===== src/rtl/axil_cmd_seq.sv =====
// axil_cmd_seq: queued AXI4-Lite command sequencer (write, read, poll-until-match)
module axil_cmd_seq #(
  parameter int DATA_WIDTH  = 32,
  parameter int ADDR_WIDTH  = 32,
  parameter int FIFO_DEPTH  = 16,
  parameter int POLL_MAX    = 1024,
  parameter int POLL_GAP    = 8,
  parameter int STOP_ON_ERR = 1
) (
  input  logic                    M_AXI_aclk,
  input  logic                    M_AXI_areset,
  input  logic                    cmd_valid,
  output logic                    cmd_ready,
  input  logic [1:0]              cmd_op,
  input  logic [ADDR_WIDTH-1:0]   cmd_addr,
  input  logic [DATA_WIDTH-1:0]   cmd_data,
  input  logic [DATA_WIDTH-1:0]   cmd_mask,
  output logic                    rsp_valid,
  output logic [DATA_WIDTH-1:0]   rsp_data,
  output logic [1:0]              rsp_resp,
  output logic                    rsp_timeout,
  output logic [15:0]             rsp_polls,
  output logic                    busy,
  output logic                    done,
  output logic                    err,
  input  logic                    err_clr,
  output logic [ADDR_WIDTH-1:0]   M_AXI_awaddr,
  output logic [2:0]              M_AXI_awprot,
  output logic                    M_AXI_awvalid,
  input  logic                    M_AXI_awready,
  output logic [DATA_WIDTH-1:0]   M_AXI_wdata,
  output logic [DATA_WIDTH/8-1:0] M_AXI_wstrb,
  output logic                    M_AXI_wvalid,
  input  logic                    M_AXI_wready,
  input  logic [1:0]              M_AXI_bresp,
  input  logic                    M_AXI_bvalid,
  output logic                    M_AXI_bready,
  output logic [ADDR_WIDTH-1:0]   M_AXI_araddr,
  output logic [2:0]              M_AXI_arprot,
  output logic                    M_AXI_arvalid,
  input  logic                    M_AXI_arready,
  input  logic [DATA_WIDTH-1:0]   M_AXI_rdata,
  input  logic [1:0]              M_AXI_rresp,
  input  logic                    M_AXI_rvalid,
  output logic                    M_AXI_rready
);
  localparam int AW = $clog2(FIFO_DEPTH);
  typedef enum logic [2:0] {S_IDLE, S_WR_ADDR, S_WR_RESP, S_RD_ADDR, S_RD_DATA, S_POLL_GAP, S_FLUSH} state_t;
  state_t state, nxt;
  logic [1:0]            q_op   [FIFO_DEPTH];
  logic [ADDR_WIDTH-1:0] q_addr [FIFO_DEPTH];
  logic [DATA_WIDTH-1:0] q_data [FIFO_DEPTH];
  logic [DATA_WIDTH-1:0] q_mask [FIFO_DEPTH];
  logic [AW:0] wr_ptr, rd_ptr, cnt;
  logic full, empty, push, pop;
  logic [1:0] h_op, cur_op;
  logic [ADDR_WIDTH-1:0] cur_addr;
  logic [DATA_WIDTH-1:0] cur_data, cur_mask, cmp_data;
  logic aw_pend, w_pend, aw_done, w_done, match, busy_q;
  logic cmp, cmp_to;
  logic [1:0] cmp_resp;
  logic [15:0] cmp_polls;
  logic [31:0] reads, gap;
  assign cnt       = wr_ptr - rd_ptr;
  assign full      = cnt == (AW+1)'(FIFO_DEPTH);
  assign empty     = cnt == '0;
  assign cmd_ready = !M_AXI_areset && !full && state != S_FLUSH;
  assign push      = cmd_valid && cmd_ready;
  assign h_op      = q_op[rd_ptr[AW-1:0]];
  assign busy      = !empty || state != S_IDLE;
  assign done      = busy_q && !busy;
  assign aw_done   = !aw_pend || M_AXI_awready;
  assign w_done    = !w_pend || M_AXI_wready;
  assign match     = ((M_AXI_rdata ^ cur_data) & cur_mask) == '0;
  assign M_AXI_awaddr  = cur_addr;
  assign M_AXI_awprot  = 3'b000;
  assign M_AXI_awvalid = aw_pend;
  assign M_AXI_wdata   = cur_data;
  assign M_AXI_wstrb   = '1;
  assign M_AXI_wvalid  = w_pend;
  assign M_AXI_bready  = state == S_WR_RESP;
  assign M_AXI_araddr  = cur_addr;
  assign M_AXI_arprot  = 3'b000;
  assign M_AXI_arvalid = state == S_RD_ADDR;
  assign M_AXI_rready  = state == S_RD_DATA;
  // queue storage, written on accepted pushes only
  always_ff @(posedge M_AXI_aclk) begin
    if (push) begin
      q_op[wr_ptr[AW-1:0]]   <= cmd_op;
      q_addr[wr_ptr[AW-1:0]] <= cmd_addr;
      q_data[wr_ptr[AW-1:0]] <= cmd_data;
      q_mask[wr_ptr[AW-1:0]] <= cmd_mask;
    end
  end
  // queue pointers; a flush drops everything still queued
  always_ff @(posedge M_AXI_aclk or posedge M_AXI_areset) begin
    if (M_AXI_areset) begin
      wr_ptr <= '0;
      rd_ptr <= '0;
    end else begin
      if (push) wr_ptr <= wr_ptr + 1'b1;
      if (state == S_FLUSH) rd_ptr <= wr_ptr;
      else if (pop) rd_ptr <= rd_ptr + 1'b1;
    end
  end
  // state register
  always_ff @(posedge M_AXI_aclk or posedge M_AXI_areset) begin
    if (M_AXI_areset) state <= S_IDLE;
    else state <= nxt;
  end
  // next state plus the completion event raised on the final handshake
  always_comb begin
    nxt       = state;
    pop       = 1'b0;
    cmp       = 1'b0;
    cmp_to    = 1'b0;
    cmp_resp  = 2'b00;
    cmp_data  = '0;
    cmp_polls = '0;
    case (state)
      S_IDLE: if (!empty) begin
        pop = 1'b1;
        cmp = h_op == 2'b11;
        nxt = h_op == 2'b00 ? S_WR_ADDR : h_op == 2'b11 ? S_IDLE : S_RD_ADDR;
      end
      S_WR_ADDR:  nxt = aw_done && w_done ? S_WR_RESP : S_WR_ADDR;
      S_WR_RESP: if (M_AXI_bvalid) begin
        cmp      = 1'b1;
        cmp_resp = M_AXI_bresp;
      end
      S_RD_ADDR:  nxt = M_AXI_arready ? S_RD_DATA : S_RD_ADDR;
      S_RD_DATA: if (M_AXI_rvalid) begin
        cmp_data  = M_AXI_rdata;
        cmp_resp  = M_AXI_rresp;
        cmp_polls = reads > 32'hFFFF ? 16'hFFFF : reads[15:0];
        cmp_to    = !(cur_op == 2'b01 || match || M_AXI_rresp[1]) && reads >= 32'(POLL_MAX);
        cmp       = cur_op == 2'b01 || match || M_AXI_rresp[1] || cmp_to;
        nxt       = POLL_GAP == 0 ? S_RD_ADDR : S_POLL_GAP;
      end
      S_POLL_GAP: nxt = gap == '0 ? S_RD_ADDR : S_POLL_GAP;
      S_FLUSH:    nxt = S_IDLE;
      default:    nxt = S_IDLE;
    endcase
    if (cmp) nxt = (cmp_resp[1] || cmp_to) && STOP_ON_ERR != 0 ? S_FLUSH : S_IDLE;
  end
  // current command, handshake tracking, poll counters, response and error flags
  always_ff @(posedge M_AXI_aclk or posedge M_AXI_areset) begin
    if (M_AXI_areset) begin
      cur_op      <= 2'b00;
      cur_addr    <= '0;
      cur_data    <= '0;
      cur_mask    <= '0;
      aw_pend     <= 1'b0;
      w_pend      <= 1'b0;
      reads       <= '0;
      gap         <= '0;
      rsp_valid   <= 1'b0;
      rsp_data    <= '0;
      rsp_resp    <= 2'b00;
      rsp_timeout <= 1'b0;
      rsp_polls   <= '0;
      err         <= 1'b0;
      busy_q      <= 1'b0;
    end else begin
      if (pop) begin
        cur_op   <= h_op;
        cur_addr <= q_addr[rd_ptr[AW-1:0]];
        cur_data <= q_data[rd_ptr[AW-1:0]];
        cur_mask <= q_mask[rd_ptr[AW-1:0]];
        reads    <= '0;
      end else if (M_AXI_arvalid && M_AXI_arready) reads <= reads + 1'b1;
      aw_pend   <= (pop && h_op == 2'b00) || (aw_pend && !M_AXI_awready);
      w_pend    <= (pop && h_op == 2'b00) || (w_pend && !M_AXI_wready);
      gap       <= state == S_POLL_GAP ? gap - 32'd1 : 32'(POLL_GAP) - 32'd1;
      rsp_valid <= cmp;
      if (cmp) begin
        rsp_data    <= cmp_data;
        rsp_resp    <= cmp_resp;
        rsp_timeout <= cmp_to;
        rsp_polls   <= cmp_polls;
      end
      err    <= (cmp && (cmp_resp[1] || cmp_to)) || (err && !err_clr);
      busy_q <= busy;
    end
  end
endmodule


===== config.mk =====
export PLATFORM = sky130hd
export DESIGN_NAME = axil_cmd_seq
export DESIGN_NICKNAME = d
export VERILOG_FILES = /design/src/rtl/axil_cmd_seq.sv
export SDC_FILE = /design/constraint.sdc
export NUM_CORES = 2
export LEC_CHECK = 0
export ABC_AREA = 1
export BUFFER_PORTS_ARGS = -buffer_cell sky130_fd_sc_hd__buf_2
export CAP_MARGIN = 20
export CORE_AREA = 2 2 381 383
export CTS_CLUSTER_SIZE = 40
export DETAILED_ROUTE_END_ITERATION = 7
export DIE_AREA = 0 0 383 385
export PLACE_DENSITY_LB_ADDON = 0.15
export SYNTH_ARGS = -nofsm -noshare
export SYNTH_HDL_FRONTEND = slang
export SYNTH_SLANG_ARGS = --single-unit

===== constraint.sdc =====
create_clock -name M_AXI_aclk -period 16.7 [get_ports M_AXI_aclk]
set_clock_uncertainty 0.2 [all_clocks]
set_input_delay 0 -clock M_AXI_aclk [delete_from_list [all_inputs] [get_ports M_AXI_aclk]]
set_output_delay 0 -clock M_AXI_aclk [all_outputs]
set_load 0.02 [all_outputs]

==> impl_metrics.ini <==
[grt]
grt_overflow = 0
grt_pass1_vias = 45700
grt_antenna_before_repair = 19
grt_pass1_wl_um = 300000
grt_max_degree = 224
grt.total_usage_pct = 27.4

[timing]
worst_hold_slack_ns = 0.0552
period_share_pct = 36.3
slew_headroom_pct = 26.6
hold_viol = 0
setup_viol = 0
tightest_slew_ns = 1.10
rsz0062_at_grt = no
timing.fmax_mhz = 165
fin_setup_tns_ns = 0
fin_crit_ns = 6.06
maxSlewViolCount = 0

[power_and_ir_drop]
p_per_area_nw_per_um2 = 165
ir_worst_vdd_uv = 175
p_leak_nw = 28.8
power_mw = 13.8

[placed_design]
io_buffer_count = 299
routabilityCongestion = 0.866
dp_hpwl_um = 108000

[worst_setup_path]
crit_fanout = 171
critical_path_class = flip-flop to flip-flop
crit_path_end_kind = flip-flop
crit_arrival_ns = 6.61
crit_path_start_kind = flip-flop
required_ns = 17.25

[finish]
syn_to_final_growth_pct = 17.2
layout_commonest_cell = edfxtp_1
layout-drive-gt1-share_pct = 11.1
final_util_pct = 58.5
layout_common_cells = edfxtp_1 (1,568), nor2_1 (992), o21ai_0 (814), nand2_1 (489), dlygate4sd3_1 (346)
nets = 6241

[floorplan]
fp-row-count = 139
die_w_um = 383
initial_core_util_pct = 49.9
dieArea_um2 = 147000
io_pins = 310
core_area_um2 = 143000
die_y_um = 385

[synthesis]
avgSynthCellArea_um2 = 12.8
async_reset_ff_share_pct = 12.8
synth-seq-cells = 1799
netlist_area_um2 = 71400
yosys-top-cells-area = edfxtp_1 (66%), dfrtp_1 (8.1%), o21ai_0 (5.7%)
synth_ff_type = edfxtp_1
synth_area_leader_cell = edfxtp_1
synth_top_area_share_pct = 65.9
ys_warn_count = 0
ys_seq_area_share_pct = 74.0
synth_edf_count = 1568
ys_types = 49
netlist_instances = 5577

[routing]
drc_errors = 0
antenna_left = 0
drt-pass1-iter-count = 8
vias = 48100
wl_um = 204000
wl_per_cell_um = 25.0
via_per_inst = 5.90
drt_iter0_drc = 5434

[clock_network]
cts_root_buffer = clkbuf_16
path_clk_slew_ns = 0.07
htreeDepth = 4
cts_tree = built
cts_max_path_buffers = 3
cts_sinks = 1799
cts_resized = 0
numCtsBuffers = 182
clock_latency_ns = 0.82

[min_path]
min_path_type = input pin to flip-flop

[run]
max-cap-violations = 0

[outcome]
status = finished, final reports clean
## logic make-up after synthesis
kind of cell | after synthesis | share of synthesized area, %
flops | 1799 | 74.0
other cells | 2 | 0.0105
xor+xnor | 29 | 0.356
buf+inv | 556 | 3.47
compound gates | 1422 | 12.0
fa+ha+maj | 15 | 0.263
simple gates | 1754 | 9.88
## Yosys cell counts (6+ instances only)
| cell | n |
|---|---|
| nor3_1 | 47 |
| o22ai_1 | 239 |
| ha_1 | 15 |
| dfrtp_1 | 231 |
| inv_1 | 142 |
| a41oi_1 | 96 |
| nand4_1 | 18 |
| a21oi_1 | 31 |
| nor2_1 | 995 |
| nand3_1 | 167 |
| o21ai_1 | 18 |
| edfxtp_1 | 1568 |
| o221ai_1 | 159 |
| buf_2 | 110 |
| nand2_1 | 489 |
| o21ai_0 | 814 |
| nand2_2 | 6 |
| nor4_1 | 9 |
| inv_2 | 7 |
| clkbuf_1 | 227 |
| o211ai_1 | 49 |
| buf_4 | 58 |
| xor2_1 | 25 |
## where the power goes
group	internal [mW]	switching [mW]	leakage [nW]	total, mW
clock	2.41	1.72	2.93	4.12
combinational	1.16	2.93	8.88	4.09
sequential	5.26	0.363	17.0	5.62
total	8.83	5.01	28.8	13.8
## flip-flops by register name, summed over array words and instances (netlist names), 2 cells and up
signal,count
q_mask,512
q_data,512
rsp_data,32
wr_ptr,5
rsp_polls,16
cur_op,2
rsp_resp,2
q_op,32
reads,32
cur_mask,32
M_AXI_araddr,32
q_addr,512
M_AXI_wdata,32
gap,32
state,3
rd_ptr,5
## worst max-delay path, stage by stage (launching register included)
cell and delay [ns]:
dfrtp_4 0.75, inv_8 0.81, buf_4 0.73, o21ai_0 0.16, o22ai_1 0.14, nand2_1 0.07, nand3_1 0.32, ha_1 0.22
nand3_1 0.13, nand2_1 0.19, inv_2 0.06, nand2_2 0.65, nand3_1 0.22, dlygate4sd3_1 0.64, nand2_1 0.06, dlygate4sd3_1 0.56
## cell type report
class / instances / area [um2]
Clock buffer: 246 / 5030
Clock inverter: 93 / 987
Fill cell: 11300 / 59400
Inverter: 151 / 609
Antenna cell: 9 / 22.5
Tap cell: 1903 / 2380
Timing Repair Buffer: 719 / 5600
Multi-Input combinational cell: 3230 / 16200
Sequential cell: 1799 / 52900
## layer usage
layer / routed length (um) / track usage (%) / vias up
li1: - / - / 21600
met1: 87200 / 39.3 / 24100
met2: 92700 / 42.0 / 2122
met3: 19100 / 6.18 / 306
met4: 5100 / 8.15 / 14
met5: 83 / 0 / -
## final timing paths
check / startpoint / slack, ns / cells after the start / endpoint
min in group asynchronous: M_AXI_areset / 0.17 / 4 / gap[10]$_DFF_PP0_
min: cmd_mask[7] / 0.06 / 2 / q_mask[14][7]$_DFFE_PP_
max reg2reg: rd_ptr[0]$_DFFE_PP0P_ / 10.64 / 15 / rsp_data[24]$_DFFE_PP0P_
max in group asynchronous: M_AXI_areset / 14.27 / 6 / M_AXI_wdata[4]$_DFFE_PP0P_
min reg2reg: rsp_polls[10]$_DFFE_PP0P_ / 0.27 / 2 / rsp_polls[10]$_DFFE_PP0P_
max: rd_ptr[0]$_DFFE_PP0P_ / 10.64 / 15 / rsp_data[24]$_DFFE_PP0P_
## per-stage QoR
step / worst slack, ns / cells / instance area (um2)
2_1_floorplan: 3.26 / 5585 / 71400
3_3_place_gp: 11.23 / 7455 / 74200
3_5_place_dp: 11.20 / 7455 / 74200
4_1_cts: 10.73 / 8140 / 83700
5_1_grt: 10.20 / 8144 / 83700
6_report: 10.64 / 8150 / 83700
## timing repair
item	CTS	global route
hold endpoints to repair	1873	0
hold buffers	346	0
endpoints found under the setup margin	0	0
buffers inserted	0	0
Power figures use the tool's default switching activity.
